## config.mk

```make
export PLATFORM = sky130hd
export DESIGN_NAME = fetch_sequencer
export DESIGN_NICKNAME = d
export VERILOG_FILES = /design/src/rtl/fetch_pkg.sv /design/src/rtl/pc_next_sel.sv /design/src/rtl/fetch_sequencer.sv
export SDC_FILE = /design/constraint.sdc
export NUM_CORES = 1
export LEC_CHECK = 0
export ABC_AREA = 0
export ABC_CLOCK_PERIOD_IN_PS = 10400
export BUFFER_PORTS_ARGS = -buffer_cell sky130_fd_sc_hd__buf_2
export CAP_MARGIN = 20
export CORE_MARGIN = 2
export CORE_UTILIZATION = 45
export DETAILED_ROUTE_END_ITERATION = 8
export PLACE_DENSITY = 0.83
export SLEW_MARGIN = 40
export SYNTH_ARGS = -nofsm -noshare
export SYNTH_HDL_FRONTEND = slang
export SYNTH_SLANG_ARGS = --single-unit
```

## constraint.sdc

```tcl
create_clock -name Clock -period 10.4 [get_ports Clock]
set_clock_uncertainty 0.15 [all_clocks]
set_input_delay 3.12 -clock Clock [delete_from_list [all_inputs] [get_ports Clock]]
set_output_delay 3.12 -clock Clock [all_outputs]
set_load 0.005 [all_outputs]
```

## src/rtl/fetch_pkg.sv

```systemverilog
// Shared types and defaults for the instruction-fetch sequencer.
package fetch_pkg;

  typedef enum logic [2:0] {
    ST_IDLE,
    ST_REQ,
    ST_WAIT,
    ST_HOLD,
    ST_DRAIN,
    ST_HALTED
  } state_e;

  localparam logic [31:0] DEF_RESET_VECTOR = 32'h0000_0000;
  localparam logic [31:0] DEF_TRAP_VECTOR  = 32'h0000_0080;
  localparam int unsigned DEF_PC_STEP      = 4;

  typedef struct packed {
    logic [31:0] instr;
    logic [31:0] pc;
  } fetch_slot_t;

  function automatic logic misaligned(
    input logic [1:0] lsb
  );
    return |lsb;
  endfunction

endpackage

```

## src/rtl/pc_next_sel.sv

```systemverilog
// Next-PC / EPC priority mux: trap, misaligned redirect,
// redirect, then sequential advance.
module pc_next_sel
  import fetch_pkg::*;
#(
  parameter logic [31:0] TRAP_VECTOR = DEF_TRAP_VECTOR,
  parameter int unsigned PC_STEP     = DEF_PC_STEP
) (
  input  logic [31:0] pc_i,
  input  logic [31:0] epc_i,
  input  logic        trap_i,
  input  logic        redir_valid_i,
  input  logic [31:0] redir_target_i,
  input  logic        advance_i,
  output logic [31:0] pc_o,
  output logic [31:0] epc_o
);

  localparam logic [31:0] STEP = 32'(PC_STEP);

  logic bad_target;

  assign bad_target = redir_valid_i
    && misaligned(redir_target_i[1:0]);

  always_comb begin
    pc_o  = pc_i;
    epc_o = epc_i;
    if (trap_i) begin
      epc_o = pc_i;
      pc_o  = TRAP_VECTOR;
    end else if (bad_target) begin
      epc_o = redir_target_i;
      pc_o  = TRAP_VECTOR;
    end else if (redir_valid_i) begin
      pc_o = redir_target_i;
    end else if (advance_i) begin
      pc_o = pc_i + STEP;
    end
  end

endmodule

```

## src/rtl/fetch_sequencer.sv

```systemverilog
// Fetch controller: owns the PC, issues one imem request at a
// time and hands instructions to decode via valid/ready.
module fetch_sequencer
  import fetch_pkg::*;
#(
  parameter logic [31:0] RESET_VECTOR = DEF_RESET_VECTOR,
  parameter logic [31:0] TRAP_VECTOR  = DEF_TRAP_VECTOR,
  parameter int unsigned PC_STEP      = DEF_PC_STEP
) (
  input  logic        Clock,
  input  logic        Reset,
  input  logic        RedirectValid,
  input  logic [31:0] RedirectTarget,
  input  logic        Trap,
  input  logic        Halt,
  input  logic        Resume,
  output logic        ImemReq,
  output logic [31:0] ImemAddr,
  input  logic        ImemValid,
  input  logic [31:0] ImemData,
  output logic        InstrValid,
  output logic [31:0] Instr,
  output logic [31:0] InstrPC,
  input  logic        DecodeReady,
  output logic [31:0] PC,
  output logic [31:0] EPC,
  output logic        Halted
);

  state_e      state_q, state_d;
  logic [31:0] pc_q, pc_d;
  logic [31:0] epc_q, epc_d;
  fetch_slot_t slot_q, slot_d;
  logic        flush;
  logic        advance;

  assign flush = Trap | RedirectValid;

  pc_next_sel #(
    .TRAP_VECTOR (TRAP_VECTOR),
    .PC_STEP     (PC_STEP)
  ) u_pc_next_sel (
    .pc_i           (pc_q),
    .epc_i          (epc_q),
    .trap_i         (Trap),
    .redir_valid_i  (RedirectValid),
    .redir_target_i (RedirectTarget),
    .advance_i      (advance),
    .pc_o           (pc_d),
    .epc_o          (epc_d)
  );

  always_comb begin
    state_d = state_q;
    slot_d  = slot_q;
    advance = 1'b0;
    ImemReq = 1'b0;
    unique case (state_q)
      ST_IDLE: state_d = ST_REQ;
      ST_REQ: begin
        if (Halt) begin
          state_d = ST_HALTED;
        end else if (!flush) begin
          ImemReq = 1'b1;
          state_d = ST_WAIT;
        end
      end
      ST_WAIT: begin
        // a redirect racing the response drops it on the floor
        if (flush) begin
          state_d = ImemValid ? ST_REQ : ST_DRAIN;
        end else if (ImemValid) begin
          slot_d.instr = ImemData;
          slot_d.pc    = pc_q;
          state_d      = ST_HOLD;
        end
      end
      ST_HOLD: begin
        if (flush) begin
          state_d = ST_REQ;
        end else if (DecodeReady) begin
          advance = 1'b1;
          state_d = ST_REQ;
        end
      end
      ST_DRAIN: begin
        if (ImemValid) state_d = ST_REQ;
      end
      ST_HALTED: begin
        if (Resume) state_d = ST_REQ;
      end
      default: state_d = ST_IDLE;
    endcase
  end

  always_ff @(posedge Clock or posedge Reset) begin
    if (Reset) begin
      state_q <= ST_IDLE;
      pc_q    <= RESET_VECTOR;
      epc_q   <= '0;
      slot_q  <= '0;
    end else begin
      state_q <= state_d;
      pc_q    <= pc_d;
      epc_q   <= epc_d;
      slot_q  <= slot_d;
    end
  end

  assign ImemAddr   = pc_q;
  assign InstrValid = (state_q == ST_HOLD);
  assign Instr      = slot_q.instr;
  assign InstrPC    = slot_q.pc;
  assign PC         = pc_q;
  assign EPC        = epc_q;
  assign Halted     = (state_q == ST_HALTED);

endmodule
```

==> impl_metrics.yaml, run 1 <==
grt:
  grt_max_degree: 71
  grtUsageMet1: 0.285
  overflow: 0
  grt_pass1_vias: 4905
  met3_usage: 0.0557
  top_usage_layer: "met2"
  grt_usage: 0.227
  met2_usage: 0.377
  grt_pass1_wl_um: 26000
  antenna_found_initial: 1
setup_path:
  r2r_setup_slack_ns: 7.75
  path_class: "primary input to output pin"
  startpoint_type: "primary input"
  reg2regPathDepth: 3
  crit_fanout: 37
  rr_endpoint: "InstrPC[6]$_DFFE_PP0P_"
  endpoint: "ImemReq"
  worstSetupStartpoint: "Trap"
  cp.required_ns: 7.13
  cp.arrival_ns: 4.71
  rr_startpoint: "state_q[0]$_DFFE_PP0P_"
  end_kind: "output pin"
sta:
  rsz0062_at_grt: "false"
  finalSetupTns_ns: 0
  hold_viol: 0
  max_freq_ghz: 0.125
  fin_crit_sh: 0.767
  setup_violations: 0
  layout_min_cycle_time_ns: 7.98
  relSlewSlack: 0.452
  drv_slew: 0
  setup_ws_ns: 2.42
  worstMarginPinSlew_ns: 0.820
power:
  pwr-share-seq: 0.453
  peakVddDrop_v: 0.000104
  power_w: 0.00125
  leakagePower_nw: 4.14
  power_frac_comb: 0.102
  p_clk_frac: 0.445
  switchingPower_w: 0.000323
  p_int_w: 0.000930
  p_sw_frac: 0.258
  powerDensity_mw_per_mm2: 160
clocking:
  clock-root-buffer: "clkbuf_16"
  cts_tree: "yes"
  insertion_delay_ns: 0.42
  path_clk_slew_ns: 0.05
  cts_setup_buffers: 0
  cts_sinks: 131
  ctsHoldBuffers: 0
  cts_buffer_depth: 2
  numCtsBuffers: 17
  post_cts_resized: 0
  htreeDepth: 4
routing:
  drc: 0
  detail_route.wl_per_cell_um: 17.3
  drtIter0Drc: 344
  antenna_left: 0
  post_drt_via_cell_ratio: 5.36
  routed_wl_um: 16400
  num_vias: 5095
  drt_first_pass_iters: 4
synthesis:
  ys_seq_area_frac: 0.525
  avgSynthCellArea_um2: 11.0
  synth_nets: 639
  synth-seq-cells: 131
  synth.distinct_cells: 49
  syn-cell-area_mm2: 0.00624
  yosysWarnings: 0
  syn_inst: 566
hold_path:
  hold_start: "EPC[15]$_DFFE_PP0P_"
  hp-class: "flop to flop"
floorplanning:
  die_w_um: 122
  die_area_mm2: 0.0148
  rows: 43
  core_area_mm2: 0.0137
  die-height_um: 122
  initial_core_util: 0.455
  io_pins: 235
final_layout:
  drive_above_1_share: 0.438
  layout.nets: 830
  area_delta_synth_final_pct: 25.6
  diodes: 0
  final_cell_mix: "buf_2, dfrtp_1, nand2_1, mux2_2, o21ai_0"
  finish.utilization: 0.571
  final_common_cell: "buf_2"
place:
  gp_congestion: 0.817
  port_buffers: 234
  dpl.hpwl_um: 11500
  pre_cts_ws_ns: 2.42
run:
  cap_violations: 0
status:
  status: "completed"
synth_stat cells (all sizes together):
| cell type | number | area, um2 |
|---|---|---|
| a21o | 1 | 7.51 |
| a21oi | 13 | 65.1 |
| a221oi | 1 | 8.76 |
| a22o | 2 | 17.5 |
| a22oi | 2 | 15.0 |
| a32o | 3 | 30.0 |
| a32oi | 1 | 8.76 |
| and2 | 5 | 31.3 |
| and3 | 3 | 18.8 |
| and4 | 5 | 43.8 |
| and4b | 2 | 20.0 |
| buf | 46 | 345 |
| clkbuf | 22 | 83.8 |
| dfrtp | 131 | 3280 |
| ha | 1 | 12.5 |
| inv | 8 | 30.0 |
| mux2 | 64 | 721 |
| mux2i | 35 | 350 |
| nand2 | 76 | 285 |
| nand2b | 1 | 6.26 |
| nand3 | 14 | 70.1 |
| nand4 | 13 | 81.3 |
| nand4b | 1 | 8.76 |
| nor2 | 11 | 41.3 |
| nor3 | 10 | 50.1 |
| nor4 | 9 | 77.6 |
| nor4b | 1 | 15.0 |
| o211ai | 4 | 30.0 |
| o21a | 1 | 7.51 |
| o21ai | 53 | 265 |
| o22ai | 4 | 25.0 |
| o311a | 1 | 10.0 |
| o311ai | 1 | 8.76 |
| o31a | 1 | 8.76 |
| o41ai | 2 | 17.5 |
| or2 | 2 | 12.5 |
| or3 | 2 | 12.5 |
| or4 | 1 | 7.51 |
| xnor2 | 4 | 35.0 |
| xor2 | 9 | 78.8 |
routing by layer:
layer,routed length [um],up-vias
met4,413,2
met3,950,34
met1,6870,2507
met2,8150,186
li1,-,2366
met5,7,-
flip-flops by register name, summed over array words and instances, names as in the netlist:
register and cells:
EPC 32, ImemAddr 32, InstrPC 32, Instr 32
state_q 3
worst max-delay path: stages:
cell and delay, ns:
buf_2 0.10, buf_4 0.32, or2_1 0.57, nor4_1 0.40, buf_2 0.18
metrics by stage:
stage               cells  hold slack (ns)  instance area (um2)
floorplan             566            0.323                 6240
global placement      918            0.307                 7280
detailed placement    918            0.315                 7290
CTS                   950            0.327                 7840
global route          950            0.342                 7840
finish                950            0.325                 7840
worst min path at each step:
stage / endpoint / slack (ns) / depth (start not counted)
finish: EPC[15]$_DFFE_PP0P_ / 0.32 / 2
global route: EPC[28]$_DFFE_PP0P_ / 0.34 / 2
CTS: EPC[15]$_DFFE_PP0P_ / 0.33 / 2
detailed placement: EPC[15]$_DFFE_PP0P_ / 0.31 / 2
global placement: EPC[31]$_DFFE_PP0P_ / 0.31 / 2
floorplan: EPC[0]$_DFFE_PP0P_ / 0.32 / 2
power by group through the flow:
stage               clock network [W]  registers, W   logic, W
CTS                          0.000567      0.000567   0.000130
global route                 0.000593      0.000571   0.000144
detailed placement                  0      0.000575   0.000130
floorplan                           0      0.000565  0.0000769
finish                       0.000558      0.000567   0.000128
global placement                    0      0.000573   0.000126
cell type report:
class,count,area (um2)
Multi-Input combinational cell,359,2530
Timing Repair Buffer,240,1220
Clock inverter,12,108
Sequential cell,131,3280
Tap cell,180,225
Fill cell,1198,5880
Clock buffer,20,447
Inverter,8,35.0
kinds of logic after synthesis:
kind of cell	after synthesis	share of synthesized area
adder cells (fa/ha/maj)	1	0.00200
AO/OA/AOI/OAI	90	0.0842
flip-flops	131	0.525
XOR/XNOR	13	0.0182
multiplexers	99	0.172
AND/OR/NAND/NOR	156	0.125
buffers and inverters	76	0.0736
No activity file was read; power rests on OpenSTA's default activity.
==> run 2: changes to the inputs <==
- ABC_CLOCK_PERIOD_IN_PS: 10400 -> 6800
- PLACE_DENSITY: 0.83 -> 0.86
- clock period: 10.4 -> 6.8 ns (I/O delays scaled with it)
==> run 2 against run 1 <==
Flip-flop and latch count did not move. Die area stayed put. Register-to-register slack got worse by 3.5 ns. Critical path type unchanged. Setup slack worse by 0.97 ns. Non-clock buffer count is 2 higher.
==> impl_metrics.yaml, run 2 (synthesized netlist as in run 1, its figures left out) <==
status:
  status: "completed"
routing:
  antenna_left: 0
  detail_route.wl_per_cell_um: 17.2
  routed_wl_um: 16400
  drt_first_pass_iters: 5
  drc: 0
  drtIter0Drc: 343
  num_vias: 5093
  post_drt_via_cell_ratio: 5.36
final_layout:
  diodes: 0
  finish.utilization: 0.580
  seq_area_mm2: 0.00328
  fillCellCount: 1153
  final_common_cell: "buf_2"
  drive_above_1_share: 0.440
  layout.nets: 832
  layout.cells.non_filler: 951
  final_cell_mix: "buf_2, dfrtp_1, nand2_1, mux2_2, o21ai_0"
  area_delta_synth_final_pct: 27.5
  multiInputGateArea_mm2: 0.00253
power:
  power_w: 0.00206
  powerDensity_mw_per_mm2: 259
  leakagePower_nw: 4.20
  peakVddDrop_v: 0.000151
setup_path:
  startpoint_type: "primary input"
  slowest_delay_ns: 0.35
  crit_fanout: 27
  path_delay_family: "simple AND/OR/NAND/NOR gates"
  cp_common_cell: "buf_2"
  cp.arrival_ns: 3.16
  cp.required_ns: 4.61
  path_buf_inv: 2
  end_kind: "output pin"
  slowest_stage: "or2_1"
  path_class: "primary input to output pin"
  cp_cell_sequence: "buf_2 -> or2_1 -> nor4_1 -> buf_2"
sta:
  hold-worst-slack_ns: 0.324
  setup_violations: 0
  max_freq_ghz: 0.187
  drv_slew: 0
  worstMarginPinSlew_ns: 0.804
  rsz0062_at_grt: "false"
  finalSetupTns_ns: 0
  relSlewSlack: 0.462
  hold_viol: 0
  fin_crit_sh: 0.787
  layout_min_cycle_time_ns: 5.35
hold_path:
  hp-class: "flop to flop"
grt:
  antenna_found_initial: 0
  grt_usage: 0.226
  grt_pass1_vias: 4824
  met2_usage: 0.367
  grtUsageMet1: 0.292
  overflow: 0
  grt_pass1_wl_um: 25700
  met3_usage: 0.0613
  top_usage_layer: "met2"
  grt_max_degree: 90
floorplanning:
  rows: 43
  initial_core_util: 0.455
  die_area_mm2: 0.0148
  die_w_um: 122
  io_pins: 235
  die-height_um: 122
  core_area_mm2: 0.0137
place:
  dpl.hpwl_um: 11700
  gp_congestion: 0.882
  dp_cells: 920
  port_buffers: 234
clocking:
  clock-root-buffer: "clkbuf_16"
  cts_buffer_depth: 2
  htreeDepth: 4
  numCtsBuffers: 17
  ctsHoldBuffers: 0
  path_clk_slew_ns: 0.06
  cts_setup_buffers: 0
  insertion_delay_ns: 0.42
  post_cts_resized: 0
  cts_sinks: 131
  cts_tree: "yes"
run:
  cap_violations: 0
run 2: cell count changes in the layout (fill, tap and decap cells not counted), sizes merged:
cell	previous run	this run
clkbuf	20	19
buf	240	242
bufinv	1	5
inv	9	10
clkinvlp	6	3
clkinv	4	2
run 2: power by group:
group	switching (W)	internal (W)	total, W
clock	0.000341	0.000660	0.00100
combinational	0.000106	0.0000897	0.000196
sequential	0.0000450	0.000822	0.000867
run 2: cell type report:
| cell class | instances | area share |
|---|---|---|
| Clock buffer | 19 | 0.0557 |
| Clock inverter | 12 | 0.0256 |
| Inverter | 8 | 0.00472 |
| Multi-Input combinational cell | 359 | 0.318 |
| Sequential cell | 131 | 0.412 |
| Tap cell | 180 | 0.0283 |
| Timing Repair Buffer | 242 | 0.156 |
run 2: per-stage QoR:
step	worst slack (ns)	instance area, um2
global placement	1.50	7300
global route	1.36	7960
detailed placement	1.48	7310
finish	1.45	7960
CTS	1.48	7960
floorplan	1.11	6240
run 2: worst paths after layout:
check,from,endpoint,slack (ns),cells past startpoint
max,RedirectValid,ImemReq,1.45,4
min,EPC[8]$_DFFE_PP0P_,EPC[8]$_DFFE_PP0P_,0.32,2
max reg2reg,state_q[2]$_DFFE_PP0P_,ImemAddr[26]$_DFFE_PP0P_,4.22,5
min reg2reg,EPC[8]$_DFFE_PP0P_,EPC[8]$_DFFE_PP0P_,0.32,2
max in group asynchronous,Reset,ImemAddr[4]$_DFFE_PP0P_,3.89,3
min in group asynchronous,Reset,Instr[22]$_DFFE_PP0P_,1.56,2
run 2: per-layer routing:
| metal | up-vias | wire length (um) |
|---|---|---|
| li1 | 2367 | - |
| met4 | 0 | 248 |
| met5 | - | 0 |
| met2 | 192 | 8110 |
| met1 | 2508 | 6970 |
| met3 | 26 | 1060 |
run 2: worst min-delay path: cells and delay by family, from the launching register on:
family,cells,cell delay [ns]
AOI/OAI and AO/OA,1,0.06
and+or+nand+nor,1,0.04
DFF,1,0.33
==> run 3: changes to the inputs <==
- ABC_CLOCK_PERIOD_IN_PS: 6800 -> 4850
- clock period: 6.8 -> 4.85 ns (I/O delays scaled with it)
==> run 3 against run 2 <==
Clock-buffer cell count grew 4. Critical endpoint unchanged. Cell count is 0.32% higher. Worst hold slack barely moved. Combinational power up 41%. Register-to-register slack worse by 2.0 ns.
==> impl_metrics.yaml, run 3 (synthesized netlist as in run 1, its figures left out) <==
sta:
  finalSetupTns_ns: 0
  setup_violations: 0
  layout_min_cycle_time_ns: 3.97
  relSlewSlack: 0.452
  max_freq_ghz: 0.252
  fin_crit_sh: 0.819
  hold_viol: 0
  rsz0062_at_grt: "false"
  worstMarginPinSlew_ns: 0.820
  drv_slew: 0
routing:
  routed_wl_um: 16300
  detail_route.wl_per_cell_um: 17.1
  drt_first_pass_iters: 6
  antenna_left: 0
  post_drt_via_cell_ratio: 5.33
  drc: 0
  num_vias: 5085
  drtIter0Drc: 299
clocking:
  path_clk_slew_ns: 0.06
  cts_sinks: 131
  ctsHoldBuffers: 0
  htreeDepth: 4
  cts_setup_buffers: 0
  insertion_delay_ns: 0.42
  post_cts_resized: 0
  cts_tree: "yes"
  cts_buffer_depth: 2
  numCtsBuffers: 17
  clock-root-buffer: "clkbuf_16"
power:
  p_clk_frac: 0.468
  switchingPower_w: 0.000685
  powerDensity_mw_per_mm2: 353
  pwr-share-seq: 0.434
  p_int_w: 0.00211
  power_frac_comb: 0.099
  leakagePower_nw: 4.19
  p_sw_frac: 0.245
  peakVddDrop_v: 0.000373
place:
  dp_cells: 922
  port_buffers: 234
  gp_congestion: 0.892
  dpl.hpwl_um: 11600
final_layout:
  fillCellCount: 1183
  drive_above_1_share: 0.438
  diodes: 0
  final_cell_mix: "buf_2, dfrtp_1, nand2_1, mux2_2, o21ai_0"
  seq_area_mm2: 0.00328
  finish.utilization: 0.577
  layout.nets: 834
  final_common_cell: "buf_2"
  multiInputGateArea_mm2: 0.00253
  area_delta_synth_final_pct: 26.9
  layout.cells.non_filler: 954
floorplanning:
  die_w_um: 122
  die_area_mm2: 0.0148
  initial_core_util: 0.455
  rows: 43
  core_area_mm2: 0.0137
  die-height_um: 122
  io_pins: 235
setup_path:
  cp.arrival_ns: 2.37
  end_kind: "output pin"
  path_class: "primary input to output pin"
  crit_fanout: 2
  cp.required_ns: 3.24
  startpoint_type: "primary input"
grt:
  grt_pass1_vias: 4843
  grt_pass1_wl_um: 25500
  overflow: 0
  grt_max_degree: 69
  grt_usage: 0.223
  antenna_found_initial: 0
hold_path:
  hp-class: "flop to flop"
status:
  status: "completed"
run:
  cap_violations: 0
==> run 3: worst paths after layout <==
| check | startpoint | to | slack, ns | cells after the start |
|---|---|---|---|---|
| min in group asynchronous | Reset | ImemAddr[30]$_DFFE_PP0P_ | 1.00 | 2 |
| max in group asynchronous | Reset | ImemAddr[9]$_DFFE_PP0P_ | 2.62 | 3 |
| min reg2reg | EPC[21]$_DFFE_PP0P_ | EPC[21]$_DFFE_PP0P_ | 0.32 | 2 |
| min | EPC[21]$_DFFE_PP0P_ | EPC[21]$_DFFE_PP0P_ | 0.32 | 2 |
| max | Trap | ImemReq | 0.88 | 4 |
| max reg2reg | state_q[2]$_DFFE_PP0P_ | ImemAddr[26]$_DFFE_PP0P_ | 2.25 | 5 |
==> run 3: layout make-up <==
type                    instances  area share
inverters                       8     0.00427
clock inverters                 9      0.0163
repair buffers                244       0.159
multi-input cells             359       0.319
flip-flops and latches        131       0.414
clock buffers                  23      0.0591
well taps                     180      0.0284
==> run 3: through the flow <==
step                      setup slack, ns  power, W  hold slack (ns)  cell area [um2]
after detailed placement            0.883   0.00151            0.315             7320
final                               0.876   0.00280            0.324             7920
after CTS                           0.874   0.00282            0.328             7920
after floorplan                     0.915   0.00138            0.323             6250
after global placement              0.896   0.00150            0.307             7320
after global routing                0.812   0.00290            0.359             7920
==> run 3: power groups by stage <==
stage | sequential, W | clock [W] | combinational (W)
after global placement | 0.00123 | 0 | 0.000272
after floorplan | 0.00121 | 0 | 0.000165
after detailed placement | 0.00123 | 0 | 0.000279
final | 0.00121 | 0.00131 | 0.000277
after CTS | 0.00121 | 0.00132 | 0.000280
after global routing | 0.00122 | 0.00137 | 0.000310
==> run 3: critical path, stage by stage <==
cell    delay, ns
buf_2        0.12
or2_1        0.29
nor4_1       0.32
buf_2        0.18
==> run 3: metal layers <==
layer	vias to the layer above	part of all wire	routed length (um)	track usage
li1	2370	-	-	-
met1	2475	0.43	7020	0.298
met2	212	0.49	8030	0.354
met3	28	0.061	996	0.0534
met4	0	0.018	297	0.0841
met5	-	0	0	0
